<file path="config.mk">
export PLATFORM = sky130hd
export DESIGN_NAME = traffic_signal_monitor
export DESIGN_NICKNAME = d
export VERILOG_FILES = /design/src/rtl/traffic_signal_monitor.sv
export SDC_FILE = /design/constraint.sdc
export NUM_CORES = 1
export LEC_CHECK = 0
export ABC_AREA = 1
export CAP_MARGIN = 20
export CORE_ASPECT_RATIO = 0.75
export CORE_MARGIN = 8
export CORE_UTILIZATION = 30
export CTS_BUF_LIST = sky130_fd_sc_hd__clkbuf_8
export DETAILED_ROUTE_END_ITERATION = 8
export GPL_TIMING_DRIVEN = 0
export PLACE_DENSITY = 0.55
export SETUP_SLACK_MARGIN = 0.05
export SYNTH_ARGS = -nofsm -noshare
export SYNTH_HDL_FRONTEND = slang
export SYNTH_SLANG_ARGS = --single-unit
</file>
<file path="constraint.sdc">
create_clock -name clock -period 4.3 [get_ports clock]
set_input_delay 0.86 -clock clock [delete_from_list [all_inputs] [get_ports clock]]
set_output_delay 0.86 -clock clock [all_outputs]
set_load 0.03 [all_outputs]
</file>
<file path="src/rtl/traffic_signal_monitor.sv">
// Receive-side conflict monitor: registers the controller's light codes, checks them for
// illegal/conflicting/out-of-order/short-interval patterns and drives lamps, flashing red on fault.
module traffic_signal_monitor #(
  parameter int MIN_YELLOW        = 3,
  parameter int MIN_ALL_RED       = 2,
  parameter int FLASH_HALF_PERIOD = 4
) (
  input  logic       clock,
  input  logic       clear,
  input  logic [1:0] HW,
  input  logic [1:0] CR,
  output logic [2:0] hw_lamp,
  output logic [2:0] cr_lamp,
  output logic       fault,
  output logic [2:0] fault_code
);

  localparam int YW = $clog2(MIN_YELLOW + 1);
  localparam int AW = $clog2(MIN_ALL_RED + 1);
  localparam int FW = (FLASH_HALF_PERIOD > 1) ? $clog2(FLASH_HALF_PERIOD) : 1;

  localparam logic [1:0] RED     = 2'd0;
  localparam logic [1:0] YELLOW  = 2'd1;
  localparam logic [1:0] GREEN   = 2'd2;
  localparam logic [1:0] ILLEGAL = 2'd3;

  localparam logic [2:0] CODE_NONE      = 3'd0;
  localparam logic [2:0] CODE_ILLEGAL   = 3'd1;
  localparam logic [2:0] CODE_CONFLICT  = 3'd2;
  localparam logic [2:0] CODE_SEQUENCE  = 3'd3;
  localparam logic [2:0] CODE_SHORT_YEL = 3'd4;
  localparam logic [2:0] CODE_SHORT_AR  = 3'd5;

  localparam logic [2:0] LAMP_RED = 3'b001;

  typedef enum logic {RUN, FAULT} state_t;

  state_t          state_q, state_d;
  logic [1:0]      hw_q, cr_q, hw_p, cr_p;
  logic            q_valid, primed;
  logic [YW-1:0]   hw_ycnt, cr_ycnt;
  logic [AW-1:0]   all_red_cnt;
  logic [FW-1:0]   flash_cnt, flash_cnt_d;
  logic            flash_on, flash_on_d;
  logic [2:0]      vio_code;
  logic [2:0]      hw_lamp_d, cr_lamp_d, fault_code_d;
  logic            fault_d;

  function automatic logic [2:0] decode(input logic [1:0] code);
    case (code)
      YELLOW:  return 3'b010;
      GREEN:   return 3'b100;
      default: return LAMP_RED;
    endcase
  endfunction

  // Only GREEN->YELLOW->RED->GREEN steps (or holding) are legal.
  function automatic logic bad_step(input logic [1:0] p, input logic [1:0] q);
    return (p == GREEN && q == RED) || (p == RED && q == YELLOW) || (p == YELLOW && q == GREEN);
  endfunction

  // NOTE: sequential state uses non-blocking assignments so every register samples pre-edge values.
  always_ff @(posedge clock) begin
    if (clear) begin
      hw_q    <= RED;
      cr_q    <= RED;
      hw_p    <= RED;
      cr_p    <= RED;
      q_valid <= 1'b0;
      primed  <= 1'b0;
    end else begin
      hw_p    <= hw_q;
      cr_p    <= cr_q;
      hw_q    <= HW;
      cr_q    <= CR;
      q_valid <= 1'b1;
      primed  <= q_valid;
    end
  end

  // Run-length counters describe the samples up to and including hw_p/cr_p when checked.
  always_ff @(posedge clock) begin
    if (clear) begin
      hw_ycnt     <= '0;
      cr_ycnt     <= '0;
      all_red_cnt <= '0;
    end else if (q_valid && state_q == RUN) begin
      hw_ycnt <= (hw_q != YELLOW) ? '0 :
                 (hw_ycnt == YW'(MIN_YELLOW)) ? hw_ycnt : hw_ycnt + YW'(1);
      cr_ycnt <= (cr_q != YELLOW) ? '0 :
                 (cr_ycnt == YW'(MIN_YELLOW)) ? cr_ycnt : cr_ycnt + YW'(1);
      all_red_cnt <= (hw_q != RED || cr_q != RED) ? '0 :
                     (all_red_cnt == AW'(MIN_ALL_RED)) ? all_red_cnt : all_red_cnt + AW'(1);
    end
  end

  // NOTE: every always_comb output gets a default first so no latch can be inferred.
  always_comb begin
    vio_code = CODE_NONE;
    if (q_valid) begin
      if (hw_q == ILLEGAL || cr_q == ILLEGAL) begin
        vio_code = CODE_ILLEGAL;
      end else if (hw_q != RED && cr_q != RED) begin
        vio_code = CODE_CONFLICT;
      end else if (primed) begin
        if (bad_step(hw_p, hw_q) || bad_step(cr_p, cr_q)) begin
          vio_code = CODE_SEQUENCE;
        end else if ((hw_p == YELLOW && hw_q == RED && hw_ycnt < YW'(MIN_YELLOW)) ||
                     (cr_p == YELLOW && cr_q == RED && cr_ycnt < YW'(MIN_YELLOW))) begin
          vio_code = CODE_SHORT_YEL;
        end else if (((hw_p == RED && hw_q == GREEN) || (cr_p == RED && cr_q == GREEN)) &&
                     all_red_cnt < AW'(MIN_ALL_RED)) begin
          vio_code = CODE_SHORT_AR;
        end
      end
    end
  end

  always_comb begin
    state_d      = state_q;
    fault_d      = fault;
    fault_code_d = fault_code;
    flash_cnt_d  = flash_cnt;
    flash_on_d   = flash_on;
    hw_lamp_d    = decode(hw_q);
    cr_lamp_d    = decode(cr_q);
    case (state_q)
      RUN: begin
        // The offending sample is replaced by the first ON phase of the flash.
        if (vio_code != CODE_NONE) begin
          state_d      = FAULT;
          fault_d      = 1'b1;
          fault_code_d = vio_code;
          flash_cnt_d  = '0;
          flash_on_d   = 1'b1;
          hw_lamp_d    = LAMP_RED;
          cr_lamp_d    = LAMP_RED;
        end
      end
      FAULT: begin
        if (flash_cnt == FW'(FLASH_HALF_PERIOD - 1)) begin
          flash_cnt_d = '0;
          flash_on_d  = ~flash_on;
        end else begin
          flash_cnt_d = flash_cnt + FW'(1);
        end
        hw_lamp_d = {2'b00, flash_on_d};
        cr_lamp_d = {2'b00, flash_on_d};
      end
      default: state_d = RUN;
    endcase
  end

  always_ff @(posedge clock) begin
    if (clear) begin
      state_q    <= RUN;
      fault      <= 1'b0;
      fault_code <= CODE_NONE;
      flash_cnt  <= '0;
      flash_on   <= 1'b1;
      hw_lamp    <= LAMP_RED;
      cr_lamp    <= LAMP_RED;
    end else begin
      state_q    <= state_d;
      fault      <= fault_d;
      fault_code <= fault_code_d;
      flash_cnt  <= flash_cnt_d;
      flash_on   <= flash_on_d;
      hw_lamp    <= hw_lamp_d;
      cr_lamp    <= cr_lamp_d;
    end
  end

endmodule

</file>
==> results.py, run 1 <==
metrics = {
    "outcome": {
        "status": "finished clean",
    },
    "grt": {
        "grtUsageTotal_pct": 8.07,
        "grt_max_degree": 11,
        "antenna_found_initial": 0,
        "grt_pass1_vias": 1125,
        "overflow": 0,
        "grt_first_pass_wirelength_um": 4940,
    },
    "clock_tree": {
        "cts_sinks": 30,
        "post_cts_resized": 0,
        "cts_inserted_buffers": 5,
        "cts_tree": "done",
        "cts_max_path_buffers": 2,
        "post-cts-setup-buffer-count": 0,
        "holdBufCountCts": 0,
        "cts_root_buf": "clkbuf_8",
        "htree_levels": 2,
        "clkTransAtPathRegs_ps": 60,
        "clk_latency_ps": 270,
    },
    "sta": {
        "setup_tns_ps": 0,
        "clock_skew_ps": 4.32,
        "slew_viol_final": 0,
        "finalHoldViolCount": 0,
        "setup_viol": 0,
        "layout_min_cycle_time_ps": 2140,
        "tightestPinTransition_ps": 560,
        "fin_crit_sh_pct": 49.8,
        "slew_headroom_pct": 62.7,
        "max_freq_mhz": 467,
        "rsz0062_at_grt": "false",
    },
    "power": {
        "total_leakage_power_nw": 0.861,
        "p_comb_share_pct": 19.1,
        "total_power_uw": 635,
        "seq_power_share_pct": 48.8,
        "power_switching_uw": 185,
        "intPower_uw": 450,
        "switching_share_pct": 29.1,
        "vdd_drop_max_uv": 136,
        "clkPwrFrac_pct": 32.1,
        "powerDensity_nw_per_um2": 358,
    },
    "synthesis": {
        "syn_area_um2": 1480,
        "synth_cell_types": 28,
        "yosys_warnings": 0,
        "synth_area_per_cell_um2": 8.06,
        "synth_area_leaders": "dfxtp_1, ha_1, nand2_1",
        "postSynthCellCount": 184,
        "synth.top_cell.area_share_pct": 40.5,
        "yosys.area.top_type": "dfxtp_1",
        "syn_nets": 205,
        "synth-seq-area-share_pct": 40.5,
        "synth_seq_cells": 30,
    },
    "finish": {
        "utilization_pct": 36.8,
        "final_layout_size_suffix_gt1_share_pct": 15.6,
        "area_growth_syn_to_layout_pct": 19.7,
        "final_cells": 265,
        "layout_common_cells": "dfxtp_1, inv_1, nand2_1, nor2_1, ha_1",
        "antennaDiodeCount": 0,
        "final_nets": 226,
        "final_common_cell": "dfxtp_1",
    },
    "routing": {
        "drt_iter0_markers": 34,
        "final_antenna_net_count": 0,
        "routed_wl_um": 2850,
        "via_count": 1149,
        "drt_pass1_iterations": 5,
        "wl_per_cell_um": 10.8,
        "vias_per_cell": 4.34,
        "drc_errors": 0,
    },
    "setup_path": {
        "arrival_ps": 1280,
        "slowest_stage": "clkdlybuf4s50_1",
        "crit_type": "flip-flop to primary output",
        "crit_chain": "clkdlybuf4s50_1",
        "critPathBufInv": 1,
        "max_stage_delay_ps": 670,
        "path_delay_family": "buffers and inverters",
        "critPathRequiredTime_ps": 3440,
        "cp_max_fo": 2,
        "cp-end-kind": "primary output",
        "start_kind": "flip-flop",
    },
    "placement": {
        "port_buffers": 14,
        "post-dp-hpwl_um": 2230,
        "gp_congestion": 0.816,
        "dp.cells": 258,
    },
    "die": {
        "row_count": 22,
        "die_w_um": 97.2,
        "io-pin-count": 16,
        "die-area_um2": 7470,
        "start_util_pct": 30.8,
        "coreArea_um2": 4820,
        "die_y_um": 76.9,
    },
    "hold_path": {
        "hold_path_class": "flip-flop to flip-flop",
    },
    "flow_run": {
        "drv_cap": 0,
    },
}
==> power groups by stage <==
stage | registers, mW | logic [mW] | clock network, mW
CTS | 0.310 | 0.123 | 0.215
detailed placement | 0.316 | 0.122 | 0
finish | 0.310 | 0.121 | 0.204
global route | 0.311 | 0.137 | 0.225
global placement | 0.315 | 0.121 | 0
floorplan | 0.325 | 0.0770 | 0
==> through the flow <==
| step | hold WS (ps) | setup WS [ps] | cell area [um2] |
|---|---|---|---|
| floorplan | 429 | 2650 | 1480 |
| global placement | 438 | 2320 | 1700 |
| detailed placement | 441 | 2340 | 1700 |
| CTS | 451 | 2140 | 1770 |
| global route | 492 | 2110 | 1770 |
| finish | 450 | 2160 | 1770 |
==> cell usage after synthesis <==
cell type  number
o211ai_1        2
buf_2           1
inv_1          27
clkinv_2        1
nand3_4         1
nor3_1          1
o21ai_0         4
nand4_1         1
nand3_1        14
nand2_1        29
a21oi_1         6
o211a_1         2
nand2_2         4
a21oi_2         3
clkbuf_1        1
a31oi_1         1
buf_1           1
nand3_2         3
a211oi_1        3
dfxtp_1        30
nor2_1         19
clkinv_1        1
nand2_4         2
nor2_2          6
a21oi_4         1
inv_2           4
or2_2           1
ha_1           15
==> final cells by class <==
| class | count | area, um2 |
|---|---|---|
| plain buffers | 3 | 12.5 |
| fillers | 509 | 3040 |
| clock inverters | 2 | 7.51 |
| multi-input cells | 118 | 744 |
| clock buffers | 5 | 68.8 |
| flip-flops and latches | 30 | 601 |
| repair buffers | 14 | 140 |
| inverters | 33 | 125 |
| well taps | 60 | 75.1 |
==> tightest hold or removal path: stages, from the launching register on <==
cell and delay (ps):
dfxtp_1 310, inv_1 50, a21oi_1 50
==> logic make-up after synthesis <==
group | share of synthesized area [%]
buffers and inverters | 9.28
and+or+nand+nor | 27.0
adders and majority gates | 12.7
AOI/OAI and AO/OA | 10.5
DFF | 40.5
==> sequential cells by signal, indices dropped and copies added (netlist names) <==
| signal | flops |
|---|---|
| cr_lamp | 3 |
| flash_cnt | 2 |
| hw_p | 2 |
| hw_q | 2 |
| hw_ycnt | 2 |
| all_red_cnt | 2 |
| fault | 1 |
| flash_on | 1 |
| primed | 1 |
| cr_q | 2 |
| state_q | 1 |
| q_valid | 1 |
| hw_lamp | 3 |
| cr_ycnt | 2 |
| cr_p | 2 |
| fault_code | 3 |
==> layer usage <==
metal | GRT usage [%] | share of wire (%) | wire length [um] | vias to the layer above
met5 | 0 | 0 | 0 | -
met4 | 4.13 | 1.8 | 50 | 0
met3 | 3.31 | 5.1 | 146 | 7
met2 | 11.1 | 39 | 1120 | 23
met1 | 10.5 | 54 | 1540 | 500
li1 | - | - | - | 619
==> path summary, 6_finish.rpt <==
path                              start                    end  slack (ps)  cells past startpoint
max          fault_code[1]$_SDFFE_PP0P_          fault_code[1]        2160                      1
min                  fault$_SDFFE_PP0P_     fault$_SDFFE_PP0P_         450                      2
max reg2reg          cr_q[0]$_SDFF_PP0_  cr_lamp[0]$_SDFF_PP1_        2330                     14
min reg2reg          fault$_SDFFE_PP0P_     fault$_SDFFE_PP0P_         450                      2
Power figures use the tool's default switching activity.
==> run 2, diff against run 1 <==
- PLACE_DENSITY: 0.55 -> 0.56
- clock period: 4.3 -> 1.75 ns (I/O delays scaled with it)
==> run 2 against run 1 <==
Combinational power increased to 3.0 times the previous value. Critical path depth increased by 12. Clock skew increased by 6.1 ps. First-iteration DRC count decreased by 18%. Flip-flop and latch count unchanged. Register-to-register slack got worse by 2200 ps. Sequential share of layout area decreased by 3.3 points. Worst setup slack got worse by 2100 ps. Critical endpoint is now hw_lamp[1]$_SDFF_PP0_. Largest power group unchanged.
==> results.py, run 2 (synthesis gave the netlist of run 1 again) <==
metrics = {
    "finish": {
        "utilization_pct": 41.8,
        "final_common_cell": "dfxtp_1",
        "final_layout_size_suffix_gt1_share_pct": 33.0,
        "fillCellCount": 485,
        "antennaDiodeCount": 0,
        "final_nets": 232,
        "layout_common_cells": "dfxtp_1, inv_1, nand2_1, nor2_1, clkdlybuf4s50_1",
        "area_growth_syn_to_layout_pct": 35.8,
        "top_regs": "cr_lamp: 3 flops, fault_code: 3 flops, hw_lamp: 3 flops",
        "final_cells": 272,
    },
    "routing": {
        "via_count": 1166,
        "routed_wl_um": 2930,
        "drc_errors": 0,
        "drt_pass1_iterations": 4,
        "final_antenna_net_count": 0,
        "vias_per_cell": 4.29,
        "wl_per_cell_um": 10.8,
        "drt_iter0_markers": 28,
    },
    "grt": {
        "grt_pass1_vias": 1064,
        "grt_first_pass_wirelength_um": 4840,
        "grt_max_degree": 11,
        "overflow": 0,
        "grtUsageTotal_pct": 8.05,
        "antenna_found_initial": 0,
    },
    "setup_path": {
        "max_stage_delay_ps": 390,
        "cp-end-kind": "flip-flop",
        "critPathBufInv": 3,
        "arrival_ps": 1890,
        "cp_max_fo": 4,
        "crit_chain": "inv_4 > ha_4 > inv_4 > nor2_1 > nand2_1 > nand2_1 > a21oi_2 > nor2_4 > a21oi_4 > nand3_4 > clkinv_4 > nand2_8 > nor2_2",
        "path_delay_family": "simple AND/OR/NAND/NOR gates",
        "critPathRequiredTime_ps": 1980,
        "crit_type": "flip-flop to flip-flop",
        "slowest_stage": "dfxtp_4",
        "start_kind": "flip-flop",
    },
    "clock_tree": {
        "cts_tree": "done",
        "cts_root_buf": "clkbuf_8",
        "clk_latency_ps": 280,
        "cts_inserted_buffers": 5,
        "clkTransAtPathRegs_ps": 70,
        "htree_levels": 2,
        "holdBufCountCts": 0,
        "cts_sinks": 30,
        "cts_max_path_buffers": 2,
    },
    "placement": {
        "gp_congestion": 0.801,
        "port_buffers": 14,
        "post-place-ws_ps": -166,
        "post-dp-hpwl_um": 2200,
        "dp.cells": 258,
    },
    "die": {
        "coreArea_um2": 4820,
        "die-area_um2": 7470,
        "row_count": 22,
        "die_y_um": 76.9,
        "io-pin-count": 16,
        "start_util_pct": 30.8,
        "die_w_um": 97.2,
    },
    "sta": {
        "layout_min_cycle_time_ps": 1660,
        "fin_crit_sh_pct": 94.6,
        "clock_skew_ps": 10.4,
        "rsz0062_at_grt": "true",
        "tightestPinTransition_ps": 504,
        "finalHoldViolCount": 0,
        "max_freq_mhz": 604,
        "slew_headroom_pct": 66.4,
        "setup_tns_ps": 0,
        "setup_viol": 0,
        "setup_ws_ps": 93.7,
        "slew_viol_final": 0,
    },
    "outcome": {
        "status": "finished clean",
    },
    "power": {
        "total_leakage_power_nw": 0.919,
        "powerDensity_nw_per_um2": 893,
        "total_power_mw": 1.80,
        "vdd_drop_max_uv": 398,
    },
    "hold_path": {
        "hold_path_class": "flip-flop to flip-flop",
    },
    "flow_run": {
        "drv_cap": 0,
    },
}
## run 2: changes by cell type in the layout (fill, tap and decap cells not counted), moves of 6 or more
cell,delta
buf_4,+6
ha_1,-6
inv_1,-6
inv_4,+6
nand2_1,-9
nand2_2,+7
## run 2: final timing paths
check	slack (ps)	from	cells after the start	end
max	90	cr_q[0]$_SDFF_PP0_	13	hw_lamp[1]$_SDFF_PP0_
min	450	fault$_SDFFE_PP0P_	2	fault$_SDFFE_PP0P_
max reg2reg	90	cr_q[0]$_SDFF_PP0_	13	hw_lamp[1]$_SDFF_PP0_
min reg2reg	450	fault$_SDFFE_PP0P_	2	fault$_SDFFE_PP0P_
## run 2: final cells by class
type / count / area (um2) / share of cell area [%]
sequential: 30 / 616 / 30.6
clock buffer: 5 / 68.8 / 3.42
timing repair buffer: 20 / 185 / 9.20
clock inverter: 3 / 37.5 / 1.86
tap: 60 / 75.1 / 3.73
buffer: 3 / 12.5 / 0.622
inverter: 33 / 144 / 7.15
multi-input combinational: 118 / 875 / 43.4
## run 2: per-stage QoR
| stage | hold WS (ps) | area (um2) |
|---|---|---|
| 3_3_place_gp | 441 | 1700 |
| 6_report | 449 | 2010 |
| 2_1_floorplan | 429 | 1480 |
| 3_5_place_dp | 443 | 1700 |
| 5_1_grt | 477 | 2010 |
| 4_1_cts | 451 | 1920 |
## run 2: worst register-to-register path, delay by kind of cell, from the launching register on
| family | cells | cell delay [ps] |
|---|---|---|
| compound gates | 2 | 300 |
| buf+inv | 3 | 210 |
| simple gates | 7 | 520 |
| fa+ha+maj | 1 | 170 |
| flops | 1 | 390 |
## run 2: per-layer routing
| metal | wire length, um | global-route usage, % | vias up | share of wire (%) |
|---|---|---|---|---|
| met5 | 0 | 0 | - | 0 |
| met4 | 74 | 5.05 | 0 | 2.5 |
| met3 | 138 | 3.58 | 8 | 4.7 |
| met2 | 1200 | 11.5 | 15 | 41 |
| met1 | 1510 | 9.58 | 500 | 52 |
| li1 | - | - | 643 | - |
## run 2: timing repair
item,in CTS,in global routing
cloned,0,0
endpoints found under the setup margin,14,14
buffers inserted,2,4
hold endpoints to repair,0,0
pin swaps,6,8
resized for setup,31,20
## run 2: report_power, final
part	internal, mW	switching, mW
Clock	0.414	0.259
Combinational	0.149	0.211
Sequential	0.729	0.0347
Total	1.29	0.505
==> run 3, diff against run 2 <==
- ABC_AREA: 1 -> 0
==> run 3 against run 2 <==
Largest power group is now the clock network. Via count is 9.2% higher. Global-route usage is 1.9 points higher. First-iteration DRC count is 86% higher. Clock-buffer cell count is 1 higher. Maximum frequency is 7.1% lower. The run now ends with setup timing left. Cell count is 5.9% lower. Critical path type unchanged. Cell area is 2.7% higher. Synthesized cell count is 11% lower.
==> results.py, run 3 <==
metrics = {
    "setup_path": {
        "cp-end-kind": "flip-flop",
        "start_kind": "flip-flop",
        "critPathRequiredTime_ps": 1910,
        "crit_type": "flip-flop to flip-flop",
        "arrival_ps": 1940,
        "cp_max_fo": 6,
    },
    "power": {
        "total_leakage_power_nw": 0.870,
        "clkPwrFrac_pct": 45.5,
        "p_comb_share_pct": 15.8,
        "vdd_drop_max_uv": 514,
        "switching_share_pct": 25.3,
        "powerDensity_nw_per_um2": 946,
        "seq_power_share_pct": 38.7,
        "intPower_mw": 1.46,
        "power_switching_uw": 495,
    },
    "clock_tree": {
        "cts_root_buf": "clkbuf_8",
        "cts_max_path_buffers": 2,
        "cts_tree": "done",
        "clkTransAtPathRegs_ps": 70,
        "htree_levels": 2,
        "cts_inserted_buffers": 5,
        "clk_latency_ps": 290,
        "cts_sinks": 30,
    },
    "flow_run": {
        "drv_cap": 0,
    },
    "die": {
        "die_w_um": 97.9,
        "coreArea_um2": 4870,
        "io-pin-count": 16,
        "die_y_um": 77.4,
        "row_count": 22,
        "start_util_pct": 31.0,
        "die-area_um2": 7580,
    },
    "finish": {
        "antennaDiodeCount": 0,
        "final_nets": 216,
        "area_growth_syn_to_layout_pct": 37.0,
        "top_regs": "cr_lamp: 3 flops, fault_code: 3 flops, hw_lamp: 3 flops",
        "utilization_pct": 42.4,
        "fin_area_um2": 2070,
        "final_layout_size_suffix_gt1_share_pct": 24.5,
        "layout_common_cells": "dfxtp_1, nor2_1, clkdlybuf4s50_1, nand2_1, ha_1",
        "final_common_cell": "dfxtp_1",
    },
    "sta": {
        "setup_viol": 6,
        "max_freq_mhz": 561,
        "setup_ws_ps": -32.4,
        "finalHoldViolCount": 0,
        "clock_skew_ps": 5.36,
        "layout_min_cycle_time_ps": 1780,
        "slew_headroom_pct": 66.9,
        "slew_viol_final": 0,
        "rsz0062_at_grt": "true",
        "tightestPinTransition_ps": 496,
        "fin_crit_sh_pct": 102,
    },
    "grt": {
        "grt_max_degree": 11,
        "grtUsageTotal_pct": 9.94,
        "grt_first_pass_wirelength_um": 5980,
        "grt_pass1_vias": 1195,
        "antenna_found_initial": 0,
        "overflow": 0,
    },
    "synthesis": {
        "yosys.area.top_type": "dfxtp_1",
        "synth_cell_types": 42,
        "synth_seq_cells": 30,
        "yosysMostFrequentCell": "dfxtp_1",
        "ys.flop_type": "dfxtp_1",
        "synth.top_cell.area_share_pct": 39.8,
        "syn_area_um2": 1510,
        "postSynthCellCount": 164,
        "synthTopCellsByCount": "dfxtp_1, nor2_1, ha_1",
        "async_flop_share_pct": 0,
        "synth-seq-area-share_pct": 39.8,
        "synth_area_leaders": "dfxtp_1, ha_1, nor2_1",
        "yosys_warnings": 0,
        "synth_edf_count": 0,
        "syn_nets": 185,
        "synth_area_per_cell_um2": 9.20,
    },
    "placement": {
        "placed_area_um2": 1740,
        "post-place-ws_ps": -323,
        "gp_congestion": 0.815,
        "port_buffers": 15,
        "post-dp-hpwl_um": 2430,
    },
    "outcome": {
        "status": "finished with violations",
        "violations": "setup timing",
    },
    "routing": {
        "via_count": 1273,
        "routed_wl_um": 3580,
        "vias_per_cell": 4.97,
        "drt_iter0_markers": 52,
        "wl_per_cell_um": 14.0,
        "drt_pass1_iterations": 4,
        "drc_errors": 0,
        "final_antenna_net_count": 0,
    },
    "hold_path": {
        "hold_path_class": "flip-flop to flip-flop",
    },
}
==> run 3: final timing paths <==
path | from | to | slack [ps] | cells past startpoint
worst min-delay path | cr_ycnt[1]$_SDFFE_PP0P_ | cr_ycnt[1]$_SDFFE_PP0P_ | 460 | 2
worst max register to register | hw_q[0]$_SDFF_PP0_ | cr_lamp[0]$_SDFF_PP1_ | -30 | 7
worst max-delay path | hw_q[0]$_SDFF_PP0_ | cr_lamp[0]$_SDFF_PP1_ | -30 | 7
worst min register to register | cr_ycnt[1]$_SDFFE_PP0P_ | cr_ycnt[1]$_SDFFE_PP0P_ | 460 | 2
==> run 3: power by group through the flow <==
| stage | Combinational [mW] | Clock, mW | Sequential (mW) |
|---|---|---|---|
| after floorplan | 0.151 | 0 | 0.793 |
| after global placement | 0.267 | 0 | 0.770 |
| after detailed placement | 0.265 | 0 | 0.770 |
| after CTS | 0.304 | 0.901 | 0.756 |
| after global routing | 0.342 | 0.943 | 0.762 |
| final | 0.310 | 0.890 | 0.756 |
==> run 3: critical path, cell delays in order (launching register included) <==
cell     delay (ps)
dfxtp_4         390
inv_4            50
ha_4            170
mux2i_1         140
nor2_1           50
a311o_2         450
a31oi_4         280
a31oi_1         130
==> run 3: repair_timing <==
action                     4_1_cts  5_1_grt
cloned                           1        0
hold buffers                     0        0
setup endpoints to repair       24       17
gates resized for setup         27        5
pin swaps                       15        9
setup buffers                    6        2
==> run 3: per-stage QoR <==
stage / std cells / hold WS (ps) / setup TNS [ps] / power [mW]
floorplan: 164 / 436 / 0 / 0.944
global placement: 239 / 449 / -5390 / 1.04
detailed placement: 239 / 455 / -5070 / 1.03
CTS: 254 / 464 / -137 / 1.96
global route: 256 / 490 / -982 / 2.05
finish: 256 / 460 / -130 / 1.96
==> run 3: layout make-up <==
| cell class | count | area [um2] |
|---|---|---|
| repair buffers | 24 | 223 |
| clock buffers | 6 | 82.6 |
| flip-flops and latches | 30 | 616 |
| inverters | 11 | 51.3 |
| multi-input cells | 119 | 936 |
| fillers | 477 | 2810 |
| clock inverters | 2 | 60.1 |
| plain buffers | 4 | 23.8 |
| well taps | 60 | 75.1 |
==> run 3: kinds of logic after synthesis <==
family / after synthesis / share of synthesized area, %
buffers and inverters: 15 / 3.81
muxes: 3 / 1.99
and+or+nand+nor: 71 / 26.0
DFF: 30 / 39.8
xor gates and xnor gates: 1 / 0.581
AOI/OAI and AO/OA: 29 / 15.3
adders and majority gates: 15 / 12.4
==> run 3: layer usage <==
| layer | wire length [um] | GRT usage (%) | vias up |
|---|---|---|---|
| li1 | - | - | 647 |
| met4 | 88 | 5.43 | 0 |
| met2 | 1370 | 12.9 | 38 |
| met1 | 1890 | 13.6 | 578 |
| met3 | 229 | 3.74 | 10 |
| met5 | 0 | 0 | - |
